`src/rtl/trace_pkg.sv`:
```
// Shared definitions for the debug trace streamer: record layout, sizes,
// default header byte and serializer state encoding.
package trace_pkg;

  localparam int unsigned RecWidth    = 104;
  localparam int unsigned RecBytes    = 14;
  localparam int unsigned BodyLen     = 13;
  localparam logic [7:0]  DefaultSync = 8'hA5;

  typedef logic [RecWidth-1:0] record_t;

  typedef enum logic [1:0] {
    StIdle,
    StHeader,
    StBody
  } state_e;

  // Record layout, MSB first: PC, instruction, ALU result, flags byte.
  function automatic record_t pack_record(
    input logic [31:0] pc,
    input logic [31:0] instr,
    input logic [31:0] alu,
    input logic        reg_write,
    input logic        mem_write,
    input logic [4:0]  rd
  );
    return {pc, instr, alu, reg_write, mem_write, 1'b0, rd};
  endfunction

  // Body byte idx (0..12) on the wire: each 32-bit field little-endian, then flags.
  function automatic logic [7:0] body_byte(input record_t rec, input logic [3:0] idx);
    record_t body;
    record_t shifted;
    body    = {rec[7:0], rec[39:8], rec[71:40], rec[103:72]};
    shifted = body >> {idx, 3'b000};
    return shifted[7:0];
  endfunction

endpackage

```
`src/rtl/trace_fifo.sv`:
```
// Record FIFO for the trace streamer. A push while full is still accepted
// when a pop happens in the same cycle; storage itself is not reset.
module trace_fifo #(
  parameter int unsigned DEPTH = 8,
  parameter int unsigned WIDTH = 104
) (
  input  logic                     clk_i,
  input  logic                     rst_ni,
  input  logic                     push_i,
  input  logic [WIDTH-1:0]         wdata_i,
  input  logic                     pop_i,
  output logic [WIDTH-1:0]         rdata_o,
  output logic [$clog2(DEPTH):0]   count_o,
  output logic                     empty_o,
  output logic                     full_o
);

  localparam int unsigned PtrW = $clog2(DEPTH);
  localparam int unsigned CntW = PtrW + 1;

  logic [WIDTH-1:0] mem_q [DEPTH];
  logic [PtrW-1:0]  wr_ptr_q, wr_ptr_d;
  logic [PtrW-1:0]  rd_ptr_q, rd_ptr_d;
  logic [CntW-1:0]  count_q, count_d;
  logic             push_ok;
  logic             pop_ok;

  assign empty_o = (count_q == '0);
  assign full_o  = (count_q == CntW'(DEPTH));
  assign count_o = count_q;
  assign rdata_o = mem_q[rd_ptr_q];

  // Pointer and occupancy next-state; pointers wrap naturally (DEPTH is a power of two).
  always_comb begin
    pop_ok   = pop_i && !empty_o;
    push_ok  = push_i && (!full_o || pop_ok);
    wr_ptr_d = push_ok ? wr_ptr_q + PtrW'(1) : wr_ptr_q;
    rd_ptr_d = pop_ok ? rd_ptr_q + PtrW'(1) : rd_ptr_q;
    count_d  = count_q;
    unique case ({push_ok, pop_ok})
      2'b10:   count_d = count_q + CntW'(1);
      2'b01:   count_d = count_q - CntW'(1);
      default: count_d = count_q;
    endcase
  end

  // Pointer and occupancy registers.
  always_ff @(posedge clk_i or negedge rst_ni) begin
    if (!rst_ni) begin
      wr_ptr_q <= '0;
      rd_ptr_q <= '0;
      count_q  <= '0;
    end else begin
      wr_ptr_q <= wr_ptr_d;
      rd_ptr_q <= rd_ptr_d;
      count_q  <= count_d;
    end
  end

  // Record storage write port.
  always_ff @(posedge clk_i) begin
    if (push_ok) begin
      mem_q[wr_ptr_q] <= wdata_i;
    end
  end

endmodule

```
`src/rtl/debug_trace_streamer.sv`:
```
// Captures retired-instruction records into a FIFO and serializes each one as
// a SYNC header byte followed by 13 body bytes over a valid/ready byte stream.
// Records arriving while the FIFO is full are dropped and counted.
module debug_trace_streamer
  import trace_pkg::*;
#(
  parameter int unsigned DEPTH = 8,
  parameter logic [7:0]  SYNC  = DefaultSync
) (
  input  logic        clock,
  input  logic        reset_n,
  input  logic        iValid,
  input  logic [31:0] iPC,
  input  logic [31:0] iInstruction,
  input  logic [31:0] iAluResult,
  input  logic [4:0]  iRd,
  input  logic        iRegWrite,
  input  logic        iMemWrite,
  input  logic        iEnable,
  input  logic        iClearOverflow,
  output logic [7:0]  oByte,
  output logic        oValid,
  input  logic        iReady,
  output logic        oOverflow,
  output logic [7:0]  oDropCount
);

  localparam int unsigned CntW = $clog2(DEPTH) + 1;

  state_e          state_q, state_d;
  logic [3:0]      idx_q, idx_d;
  logic [7:0]      byte_q, byte_d;
  logic            ovf_q, ovf_d;
  logic [7:0]      drops_q, drops_d;

  logic            capture;
  logic            xfer;
  logic            last_idx;
  logic            pop;
  logic            drop;
  record_t         wr_rec;
  record_t         head_rec;
  logic [CntW-1:0] fifo_count;
  logic            fifo_empty;
  logic            fifo_full;

  assign capture  = iValid && iEnable;
  assign xfer     = oValid && iReady;
  assign last_idx = (idx_q == 4'(BodyLen - 1));
  assign wr_rec   = pack_record(iPC, iInstruction, iAluResult, iRegWrite, iMemWrite, iRd);
  assign drop     = capture && fifo_full && !pop;

  trace_fifo #(
    .DEPTH(DEPTH),
    .WIDTH(RecWidth)
  ) u_fifo (
    .clk_i  (clock),
    .rst_ni (reset_n),
    .push_i (capture),
    .wdata_i(wr_rec),
    .pop_i  (pop),
    .rdata_o(head_rec),
    .count_o(fifo_count),
    .empty_o(fifo_empty),
    .full_o (fifo_full)
  );

  // Serializer state, byte index and registered output byte.
  always_ff @(posedge clock or negedge reset_n) begin
    if (!reset_n) begin
      state_q <= StIdle;
      idx_q   <= '0;
      byte_q  <= 8'h00;
    end else begin
      state_q <= state_d;
      idx_q   <= idx_d;
      byte_q  <= byte_d;
    end
  end

  // Next state; the byte for the state being entered is loaded alongside it.
  always_comb begin
    state_d = state_q;
    idx_d   = idx_q;
    byte_d  = byte_q;
    unique case (state_q)
      StIdle: begin
        if (!fifo_empty) begin
          state_d = StHeader;
          byte_d  = SYNC;
        end
      end
      StHeader: begin
        if (xfer) begin
          state_d = StBody;
          idx_d   = '0;
          byte_d  = body_byte(head_rec, 4'd0);
        end
      end
      StBody: begin
        if (xfer) begin
          if (last_idx) begin
            idx_d = '0;
            // A push in the popping cycle is always accepted, so it keeps the FIFO non-empty.
            if (fifo_count > CntW'(1) || capture) begin
              state_d = StHeader;
              byte_d  = SYNC;
            end else begin
              state_d = StIdle;
              byte_d  = 8'h00;
            end
          end else begin
            idx_d  = idx_q + 4'd1;
            byte_d = body_byte(head_rec, idx_q + 4'd1);
          end
        end
      end
      default: begin
        state_d = StIdle;
        idx_d   = '0;
        byte_d  = 8'h00;
      end
    endcase
  end

  // Stream outputs and the FIFO pop on acceptance of a record's last byte.
  always_comb begin
    oValid = (state_q != StIdle);
    oByte  = byte_q;
    pop    = (state_q == StBody) && xfer && last_idx;
  end

  // Overflow next state; a drop wins over a coincident clear.
  always_comb begin
    ovf_d   = ovf_q;
    drops_d = drops_q;
    if (drop) begin
      ovf_d   = 1'b1;
      drops_d = iClearOverflow ? 8'd1 : ((drops_q == 8'hFF) ? 8'hFF : drops_q + 8'd1);
    end else if (iClearOverflow) begin
      ovf_d   = 1'b0;
      drops_d = 8'd0;
    end
  end

  // Overflow status registers.
  always_ff @(posedge clock or negedge reset_n) begin
    if (!reset_n) begin
      ovf_q   <= 1'b0;
      drops_q <= 8'd0;
    end else begin
      ovf_q   <= ovf_d;
      drops_q <= drops_d;
    end
  end

  assign oOverflow  = ovf_q;
  assign oDropCount = drops_q;

endmodule

```
`config.mk`:
```
export PLATFORM = sky130hd
export DESIGN_NAME = debug_trace_streamer
export DESIGN_NICKNAME = d
export VERILOG_FILES = /design/src/rtl/trace_pkg.sv /design/src/rtl/trace_fifo.sv /design/src/rtl/debug_trace_streamer.sv
export SDC_FILE = /design/constraint.sdc
export NUM_CORES = 1
export LEC_CHECK = 0
export BUFFER_PORTS_ARGS = -buffer_cell sky130_fd_sc_hd__buf_2
export CORE_MARGIN = 2
export CORE_UTILIZATION = 40
export CTS_CLUSTER_DIAMETER = 60
export CTS_CLUSTER_SIZE = 14
export DETAILED_ROUTE_END_ITERATION = 7
export HOLD_SLACK_MARGIN = 0.1
export SETUP_SLACK_MARGIN = 0.15
export SYNTH_ARGS = -nofsm -noshare
export SYNTH_HDL_FRONTEND = slang
export SYNTH_SLANG_ARGS = --single-unit
```
`constraint.sdc`:
```
create_clock -name clock -period 14.3 [get_ports clock]
set_clock_uncertainty 0.15 [all_clocks]
set_input_delay 2.86 -clock clock [delete_from_list [all_inputs] [get_ports clock]]
set_output_delay 2.86 -clock clock [all_outputs]
set_load 0.01 [all_outputs]
```
# After elaboration in Yosys (flattened, before gate mapping)
# Memory sizes are Yosys's and may differ from the RTL's.
# Index checks and enable logic that the tools add are counted.
# Widths: inputs -> output; s select.
word_totals:
  elab_cells: 75
  mem_bits_rw: 824
  inputBits: 109
  reg_bits: 33
  memories: 1
  out_inout_bits: 18
classes:
  n_mux: 25
  order_cmp: 1
  eq_ne: 11
  n_reduce_logical: 21
  shift: 1
  addsub: 6
  bitwise: 1
memory_table:
  columns: ["memory", "words", "word_bits", "rd", "rd_clocked_by_memory_dff", "write_ports", "line_no", "text"]
  rows:
  - ["u_fifo.mem_q", 8, 103, 1, 0, 1, "trace_fifo.sv:21", "logic [WIDTH-1:0] mem_q [DEPTH];"]
op_table:
  columns: ["op", "count"]
  rows:
  - ["$shr 104x7->8", 1]
  - ["$mux 8", 9]
  - ["$pmux 8 s3", 1]
  - ["$mux 4", 3]
  - ["$pmux 4 s3", 1]
  - ["$add 4x1->4 const B", 2]
  - ["$add 8x1->8 const B", 1]
  - ["$eq 4x4->1 const B", 2]
  - ["$eq 8x8->1 const B", 1]
  - ["$logic_and 1x1->1", 8]
  - ["$mux 2", 4]
  - ["$ne 2x2->1 const B", 4]
  - ["$pmux 4 s2", 1]
  - ["$add 3x1->3 const B", 2]
  - ["$pmux 2 s3", 1]
  - ["$reduce_and 3->1", 2]
  - ["$reduce_bool 2->1", 3]
  - ["$mux 1", 5]
  - ["$eq 2x1->1 const B", 2]
  - ["$eq 2x2->1 const B", 2]
  - ["$gt 4x1->1 const B", 1]
  - ["$logic_not 4->1", 1]
  - ["$reduce_and 4->1", 1]
  - ["$sub 4x1->4 const B", 1]
  - ["4 further kinds", 7]

# Longest topological paths before layout
depth:
  ltp_word: 9
  ltp_mapped: 12
  ltp_nobuf: 8

# Cells and area by module
# From an unflattened synthesis, not the netlist that was laid out.
hier_totals:
  hier_cells: 1532
  area_unflattened_um2: 34265.4
by_module_without_submodules:
  columns: ["module", "area_per_inst_um2", "n_inst", "cells_per_inst", "seq_area_each_um2"]
  rows:
  - ["trace_fifo", 31894.3, 1, 1286, 25234.2]
  - ["debug_trace_streamer", 2371.0, 1, 246, 575.6]

# Worst setup path after synthesis
# No wires, ideal clock.
synth_timing:
  kind: "input port to flip-flop"
  from: "input port iReady"
  to: "memory u_fifo.mem_q[0][0] (netlist bit), enable pin"
  arrival_time_ns: 14.346
  path_buffers: 1
  path_stages: 4
  setup_slack_ns: -1.049
  setup_time_ns: 0.853
  required_ns: 13.297
  cell_sequence: "clkbuf_1 > nand3_1 > a41oi_1 > nor4b_1"
synth_between:
  elab_chain_cells: 8
synth_lines:
  columns: ["item", "line_no", "text"]
  rows:
  - ["start, declared", "debug_trace_streamer.sv:23", "input logic iReady,"]
  - ["$logic_and 1x1->1", "debug_trace_streamer.sv:48", "assign xfer = oValid && iReady;"]
  - ["$logic_and 1x1->1 (2 in a row)", "debug_trace_streamer.sv:130", "pop = (state_q == StBody) && xfer && last_idx;"]
  - ["$logic_and 1x1->1", "trace_fifo.sv:35", "pop_ok = pop_i && !empty_o;"]
  - ["$logic_or 1x1->1", "trace_fifo.sv:36", "push_ok = push_i && (!full_o || pop_ok);"]
  - ["$logic_and 1x1->1", "trace_fifo.sv:36", null]
  - ["$mux 1", "trace_fifo.sv:62", "if (push_ok) begin"]
  - ["$mux 1 (implied by the code)", "trace_fifo.sv:63", "mem_q[wr_ptr_q] <= wdata_i;"]
  - ["end, declared", "trace_fifo.sv:21", null]
# No other way between the ends.

# Final worst setup path
layout_timing:
  from: "input port iReady"
  to: "memory u_fifo.mem_q[7][58] (netlist bit), enable pin"
# Same word-level chain as after synthesis.

==> results.md <==
* Max VDD drop at around 84 uV
* Largest net degree at the start of global routing at between 100 and 150
* Slew HR at 0.255
* Vias/cell at 5.64
* Initial DRC Count at roughly 1200
* GP Congestion at around 0.85
* Ys Warns at 0
* Synth Instances at 1493
* Non-filler cells, final at 2758
* Number of top-level pins at around 130
* DP Cell Count at ~2700
* Core region area at roughly 83000 sq um
* Detailed Place HPWL at roughly 43000 microns
* CP Max Fanout at 44
* Synthesized flop and latch total at about 860
* Busiest grt layer: met2
* Setup TNS at 0 ps
* Post-synth EDFFs at between 800 and 900
* Met1 usage in global routing at 0.238
* Layout cell share with drive strength beyond 1 at 0.306
* Most frequent cells in the layout: edfxtp_1, mux4_2, buf_2
* DRT Wirelength at 73500 microns
* FP Rows at about 110
* DIE HEIGHT at just under 300 microns
* Final-report setup violation count at 0
* Area Overhead vs Synth at 12.2%
* Worst Path Required at ~14000 ps
* Initial antenna violation count at 16
* Period minus WS final at between 6000 and 7000 ps
* First-pass GRT wire length at approximately 110000 microns
* Top cell type's share of synthesized area at 0.739
* Clk sinks at 857
* MaxCap Viol Count at 0
* Unique masters post-synth at 59
* H-tree depth at 3
* Via count at roughly 16000
* Num CTS Buffers at 75
* Period utilization at 0.441
* Syn nets at 1611
* Max Buffers Root-to-Sink at 3
* GR Util met2 at 0.269
* CTS tree: built
* Unrepaired setup endpoints after global routing: false
* # fillers at 6910
* Port bufs at 126
* Post-DRT Antenna Nets at 0
* Crit Path Class: primary input to flop
* Nets@finish at ~1800
* Max-slew violations at 0
* Post-CTS setup buffers at 0
* Most common cell after layout, fill and taps aside: edfxtp_1
* Final hold viol count at 0
* Initial Util at 0.402
* Ys flop type: edfxtp_1
* Reg2Reg Depth at 9
* CTS clk-pin slew, worst paths at 60 ps
* Post-synth top area cell: edfxtp_1
* Asr flop ratio synth at 0.0385
* Mapped Area at 33500 sq um
* Die area at between 80000 and 90000 sq um
* Sequential fraction of the synthesis area at 0.764
* Post-CTS Hold Fix Bufs at 0
* Pre-Repair DR Iteration Count at 5
* GRT Util Overall at 0.172
* Outcome: finished clean
* CP arrival at around 6400 ps
* Die X at slightly below 300 microns
* LEAKAGE at 11.6 nW
* F_max at approximately 0.16 GHz
* Worst-Margin Slew at around 1100 ps
* CTS resizes at 0
* Synth top area cells: edfxtp_1, mux4_2, dfrtp_1, mux2i_1, buf_4
* Setup crit start kind: primary input
* Number of global-route vias before repair at between 15000 and 20000
* CP Capture Type: flop
* GRT overflow at 0
* Routed wire length per instance at approximately 27 microns
* Met3 usage at 0.0421
* Residual DRC at 0
* Total power at 5.57 mW
* Hold WC Path Type: flop to flop
* Worst Hold Path Cells at 1
* Pwr dens at roughly 150 nW/um^2
* Clock Latency Late Sink at approximately 620 ps
* Avg Cell Area, Syn at around 22 sq um
* CTS root buf: clkbuf_16
[worst max-delay path, cell delays in order]
cell	delay [ps]
buf_2	210
nand3_1	130
a41oi_1	750
nand2_1	360
nor2_4	590
buf_4	740
buf_4	700
[cell usage after synthesis, types with 4 or more instances]
cell and instances:
nor3b_1 7, and2_1 6, nor3_1 7, nor2b_1 10
clkbuf_1 18, buf_2 25, xnor2_1 5, o211ai_1 6
and3_1 6, nand3_1 16, o21ai_0 15, a41oi_1 4
dfrtp_1 33, inv_1 12, nand2_1 36, a21oi_1 19
xor2_1 7, mux2_2 11, mux4_2 235, a211oi_1 14
buf_1 7, ha_1 9, a2111oi_0 5, buf_4 20
o22ai_1 9, edfxtp_1 824, a31oi_1 9, buf_6 8
nand4_1 4, nor2_1 31, nand2b_1 4, mux2i_1 28
[worst paths after layout]
| check | startpoint | endpoint | slack, ps |
|---|---|---|---|
| max | iReady | u_fifo.mem_q[7][58]$_DFFE_PP_ | 8000 |
| min | oOverflow$_DFFE_PN0P_ | oOverflow$_DFFE_PN0P_ | 330 |
| max reg2reg | idx_q[0]$_DFFE_PN0P_ | u_fifo.mem_q[7][58]$_DFFE_PP_ | 9130 |
| min reg2reg | oOverflow$_DFFE_PN0P_ | oOverflow$_DFFE_PN0P_ | 330 |
| max in group asynchronous | reset_n | u_fifo.rd_ptr_q[0]$_DFFE_PN0P_ | 11170 |
| min in group asynchronous | reset_n | oOverflow$_DFFE_PN0P_ | 2190 |
[final cells by class]
type	count	area (sq um)	area share
multi-input combinational	545	7450	0.198
antenna	1	2.50	0.0000666
timing repair buffer	158	896	0.0239
tap	1080	1350	0.0360
inverter	13	48.8	0.00130
clock inverter	19	249	0.00663
sequential	857	25600	0.681
clock buffer	85	1980	0.0527
[per-layer routing]
metal | wire length, microns | vias up
met5 | 163 | -
met4 | 2280 | 24
met3 | 4770 | 138
met2 | 34700 | 476
met1 | 31600 | 8275
li1 | - | 6629
[sequential cells by signal (all words and copies together) (netlist names)]
| signal | cells |
|---|---|
| state_q | 2 |
| u_fifo.mem_q | 824 |
| u_fifo.count_o | 4 |
| oByte | 8 |
| idx_q | 4 |
| oDropCount | 8 |
| u_fifo.wr_ptr_q | 3 |
| oOverflow | 1 |
| u_fifo.rd_ptr_q | 3 |
[report_power, final]
| group | total, mW | switching (mW) | internal (mW) | leakage (nW) |
|---|---|---|---|---|
| sequential | 3.04 | 0.0795 | 2.96 | 7.86 |
| combinational | 0.605 | 0.407 | 0.198 | 2.65 |
| clock | 1.92 | 0.864 | 1.06 | 1.08 |
[metrics by stage]
step	utilization	worst slack [ps]	instance area (sq um)	hold slack, ps
floorplan	-	1930	33500	333
global placement	0.424	7360	35300	319
detailed placement	0.424	7280	35300	321
CTS	0.451	7920	37500	335
global route	0.451	7750	37500	358
finish	0.451	8000	37600	331
[logic make-up (layout without fill, tap and decap cells)]
group | Yosys count | count (layout) | synth area share
muxes | 274 | 274 | 0.170
AOI/OAI and AO/OA | 109 | 109 | 0.0227
buffers and inverters | 91 | 275 | 0.0152
other | 0 | 1 | 0
adders and majority gates | 9 | 9 | 0.00337
and+or+nand+nor | 141 | 141 | 0.0212
DFF | 857 | 857 | 0.764
xor gates and xnor gates | 12 | 12 | 0.00314
(Power assumes the default switching activity.)
